==> config.mk <==
export PLATFORM = sky130hd
export DESIGN_NAME = serial_frame_rx
export DESIGN_NICKNAME = d
export VERILOG_FILES = /design/src/rtl/serial_frame_rx.sv
export SDC_FILE = /design/constraint.sdc
export NUM_CORES = 1
export LEC_CHECK = 0
export BUFFER_PORTS_ARGS = -buffer_cell sky130_fd_sc_hd__buf_2
export CAP_MARGIN = 20
export CORE_ASPECT_RATIO = 1.2
export CORE_MARGIN = 4
export CORE_UTILIZATION = 58
export CTS_CLUSTER_SIZE = 30
export DETAILED_ROUTE_END_ITERATION = 7
export GPL_ROUTABILITY_DRIVEN = 0
export PLACE_DENSITY = 0.81
export SYNTH_ARGS = -nofsm -noshare
export SYNTH_HDL_FRONTEND = slang
export SYNTH_SLANG_ARGS = --single-unit
export TNS_END_PERCENT = 20
==> constraint.sdc <==
create_clock -name clk -period 2.09 [get_ports clk]
set_input_delay 0.627 -clock clk [delete_from_list [all_inputs] [get_ports clk]]
set_output_delay 0.627 -clock clk [all_outputs]
set_load 0.01 [all_outputs]
==> src/rtl/serial_frame_rx.sv <==
// Serial frame receiver: start bit, WIDTH data bits (MSB- or LSB-first), stop bit, strobed by bit_en.
// Optional even-parity bit between data and stop when PARITY_FRAME_EN is defined (adds parity_err).
module serial_frame_rx #(
  parameter int WIDTH     = 8,
  parameter bit MSB_FIRST = 1'b1
) (
  input  logic             clk,
  input  logic             rst,
  input  logic             bit_en,
  input  logic             serial,
  output logic [WIDTH-1:0] dout,
  output logic             valid,
  output logic             frame_err,
`ifdef PARITY_FRAME_EN
  output logic             parity_err,
`endif
  output logic             busy
);

  localparam int CNT_W = $clog2(WIDTH + 1);
  localparam logic [CNT_W-1:0] LAST_BIT = CNT_W'(WIDTH - 1);

`ifdef PARITY_FRAME_EN
  typedef enum logic [2:0] {IDLE, DATA, PARITY, STOP, BREAK} state_t;
`else
  typedef enum logic [1:0] {IDLE, DATA, STOP, BREAK} state_t;
`endif

  state_t           state_q, state_d;
  logic [WIDTH-1:0] shreg_q, shreg_d;
  logic [CNT_W-1:0] cnt_q, cnt_d;
  logic [WIDTH-1:0] dout_q, dout_d;
  logic             valid_q, valid_d;
  logic             frame_err_q, frame_err_d;
  logic             busy_q, busy_d;
`ifdef PARITY_FRAME_EN
  logic             par_q, par_d;
  logic             parity_err_q, parity_err_d;
`endif

  function automatic logic [WIDTH-1:0] shift_in(input logic [WIDTH-1:0] s, input logic b);
    if (MSB_FIRST) return {s[WIDTH-2:0], b};
    else           return {b, s[WIDTH-1:1]};
  endfunction

  always_comb begin
    state_d     = state_q;
    shreg_d     = shreg_q;
    cnt_d       = cnt_q;
    dout_d      = dout_q;
    valid_d     = 1'b0;
    frame_err_d = 1'b0;
`ifdef PARITY_FRAME_EN
    par_d        = par_q;
    parity_err_d = 1'b0;
`endif
    if (bit_en) begin
      case (state_q)
        IDLE: begin
          if (!serial) begin
            cnt_d   = '0;
            state_d = DATA;
          end
        end
        DATA: begin
          shreg_d = shift_in(shreg_q, serial);
          cnt_d   = cnt_q + 1'b1;
          if (cnt_q == LAST_BIT) begin
`ifdef PARITY_FRAME_EN
            state_d = PARITY;
`else
            state_d = STOP;
`endif
          end
        end
`ifdef PARITY_FRAME_EN
        PARITY: begin
          par_d   = serial;
          state_d = STOP;
        end
`endif
        STOP: begin
          if (serial) begin
`ifdef PARITY_FRAME_EN
            // Even parity: data bits plus parity bit must XOR to zero.
            if ((^shreg_q) ^ par_q) begin
              parity_err_d = 1'b1;
            end else begin
              dout_d  = shreg_q;
              valid_d = 1'b1;
            end
`else
            dout_d  = shreg_q;
            valid_d = 1'b1;
`endif
            state_d = IDLE;
          end else begin
            frame_err_d = 1'b1;
            state_d     = BREAK;
          end
        end
        BREAK: begin
          if (serial) state_d = IDLE;
        end
        default: state_d = IDLE;
      endcase
    end
    busy_d = (state_d != IDLE);
  end

  always_ff @(posedge clk or posedge rst) begin
    if (rst) begin
      state_q      <= IDLE;
      shreg_q      <= '0;
      cnt_q        <= '0;
      dout_q       <= '0;
      valid_q      <= 1'b0;
      frame_err_q  <= 1'b0;
      busy_q       <= 1'b0;
`ifdef PARITY_FRAME_EN
      par_q        <= 1'b0;
      parity_err_q <= 1'b0;
`endif
    end else begin
      state_q      <= state_d;
      shreg_q      <= shreg_d;
      cnt_q        <= cnt_d;
      dout_q       <= dout_d;
      valid_q      <= valid_d;
      frame_err_q  <= frame_err_d;
      busy_q       <= busy_d;
`ifdef PARITY_FRAME_EN
      par_q        <= par_d;
      parity_err_q <= parity_err_d;
`endif
    end
  end

  assign dout      = dout_q;
  assign valid     = valid_q;
  assign frame_err = frame_err_q;
  assign busy      = busy_q;
`ifdef PARITY_FRAME_EN
  assign parity_err = parity_err_q;
`endif

endmodule

==> results_dict.tcl <==
set metrics [dict create \
    run_status "completed" \
    floorplan.io_pins 15 \
    die-area_sq_mm 0.00259 \
    cts_resized 0 \
    crit_path_max_incr_delay_ps 400 \
    route.detailed.wl_per_inst_um 14.4 \
    cp_max_fanout 2 \
    layout.cells.most_common "sky130_fd_sc_hd__dfrtp_1" \
    dr_total_vias 621 \
    final_setup_vio_count 0 \
    max-slew-margin-rel_pct 76.2 \
    fp.coreArea_sq_mm 0.00168 \
    report.final.slew_viol_count 0 \
    ys_dominant_reg_cell "sky130_fd_sc_hd__dfrtp_1" \
    post-route-period-util_pct 70.7 \
    fp.dieH_um 54.9 \
    timing.reg2reg.setup_slack_ps 660 \
    final_design_area_no_fill_sq_mm 0.00117 \
    drive_gt1_share_pct 40.4 \
    max_cap_viol_count 0 \
    clock_slew_seen_by_the_registers_of_the_worst_setup_and_hold_paths_ps 120 \
    finalSetupTns_ps 0 \
    finalClockSkew_ps 1.63 \
    die-width_um 47.1 \
    numClockSinks 25 \
    post_layout_nonfiller_instances 112 \
    worst_path_max_delay_cell "sky130_fd_sc_hd__dfrtp_1" \
    final.min_clock_period_ps 1480 \
    clockRootBuffer "sky130_fd_sc_hd__clkbuf_4" \
    drt-initial-drc-count 7 \
    viasPerCell 5.54 \
    dpl-instance-area_sq_mm 0.00115 \
    cts_buffers 3 \
    hold_violations 0 \
    hpwl_um 1170 \
    initial_antenna_violation_count 0 \
    flow.area_growth_from_synthesis_pct 10.3 \
    synth_seq_cells 25 \
    h-tree-depth 1 \
    ir_drop_mv 0.684 \
    cpLargestDelayFamily "flip-flops" \
    antennaDiodeCount 0 \
    synth_area_per_cell_sq_um 13.8 \
    final_cell_mix "sky130_fd_sc_hd__dfrtp_1 (25), sky130_fd_sc_hd__buf_2 (14), sky130_fd_sc_hd__mux2_2 (9)" \
    drt.antenna.violating_nets 0 \
    globalRouteTotalUtil_pct 14.3 \
    maxClockFrequency_ghz 0.677 \
    yosys_warnings 0 \
    r2r_start "state_q[1]" \
    number_of_cells_traversed_by_the_worst_register_to_register_path 2 \
    grt_setup_unrepaired "no" \
    grt_start_max_net_pins 26 \
    regToRegEndpoint "shreg_q[0]" \
    clock_insertion_delay_worst_skew_ps 310 \
    detail_route.first_pass.iterations 4 \
    power.density_cell_area_mw_per_mm2 1230 \
    cts.path.max_buffers 2 \
    fin_nets 100 \
    residual_drc 0 \
    timing.setup.critical_path_class "reg2out" \
    timing_worst_slew_pin_value_ps 356 \
    syn-instance-count 77 \
    holdBufCountCts 0 \
    post-cts-setup-buffers 0 \
    power_consumption_mw 1.45 \
    num-fill-cells 126 \
    power.leakage_nw 0.615 \
    worstPathRequired_ps 1460 \
    synth-edff-count 0 \
    placement_rows 16 \
    wl_um 1610 \
    min-delay-path-class "in2async" \
    synth_sequential_area_ratio_pct 58.8 \
    crit_buf_inv 1 \
    floorplan.initialDensity_pct 63.3 \
    timing.critical_path.to_type "output pin" \
    tritoncts "yes" \
    syn-num-nets 82 \
    io_buffer_count 14 \
    synth_cell_types 24 \
    cell_total_after_placement 108 \
    netlist_area_sq_mm 0.00106 \
    worstSetupStartpointType "flop" \
    global_route_overflow 0 \
    grt_pass1_wl_um 2500 \
    cp_cell_sequence "buf_2" \
    postSynth.asyncResetShare_pct 100 \
    critPathArrivalTime_ps 850 \
    first_global_vias 594 \
]
[metrics by stage]
stage | hold WS, ps | worst slack (ps) | util [%]
floorplan | 477 | 621 | -
global placement | 482 | 497 | 68.3
detailed placement | 493 | 462 | 68.3
CTS | 356 | 608 | 69.9
global route | 356 | 572 | 69.9
finish | 341 | 613 | 69.9
[metal layers]
metal	track usage (%)	routed length, um	vias to the layer above
li1	-	-	301
met1	16.8	720	307
met2	23.8	804	9
met3	2.91	50	4
met4	8.29	36	0
met5	0	0	-
[kinds of logic (layout without fill, tap and decap cells)]
group,count (synthesis),in the layout,synth area share [%]
muxes,17,17,20.3
DFF,25,25,58.8
buffers and inverters,7,24,3.29
adders and majority gates,1,1,1.17
and+or+nand+nor,16,16,11.0
AOI/OAI and AO/OA,11,11,5.41
[state kept, by name (all words and copies together) (netlist names)]
register	count
busy	1
cnt_q	4
dout	8
frame_err	1
shreg_q	8
state_q	2
valid	1
[how the worst max path moves through the flow]
stage	from	to	slack (ps)	depth (start not counted)
6_report	dout[4]	dout[4]	610	1
5_1_grt	dout[7]	dout[7]	570	1
3_5_place_dp	bit_en	shreg_q[0]	460	3
3_3_place_gp	bit_en	shreg_q[3]	500	3
4_1_cts	dout[4]	dout[4]	610	1
2_1_floorplan	bit_en	shreg_q[0]	620	4
[where the power goes]
group,internal (mW),switching (mW)
registers,0.645,0.141
clock network,0.0746,0.131
logic,0.266,0.191
total,0.986,0.463
[synth_stat cells (2+ instances only)]
master / instances / area (sq um)
sky130_fd_sc_hd__mux2_4: 7 / 105
sky130_fd_sc_hd__dfrtp_1: 25 / 626
sky130_fd_sc_hd__inv_1: 5 / 18.8
sky130_fd_sc_hd__o21ai_0: 8 / 40.0
sky130_fd_sc_hd__a21oi_1: 2 / 10.0
sky130_fd_sc_hd__nand2_1: 3 / 11.3
sky130_fd_sc_hd__nand3_1: 2 / 10.0
sky130_fd_sc_hd__mux2_2: 9 / 101
[cell type report]
cell class / instances / area [sq um] / area share (%)
multi-input cells: 45 / 404 / 34.4
clock buffers: 4 / 26.3 / 2.24
repair buffers: 15 / 77.6 / 6.60
inverters: 5 / 18.8 / 1.60
flip-flops and latches: 25 / 626 / 53.2
well taps: 18 / 22.5 / 1.92
No activity file was read; power rests on OpenSTA's default activity.
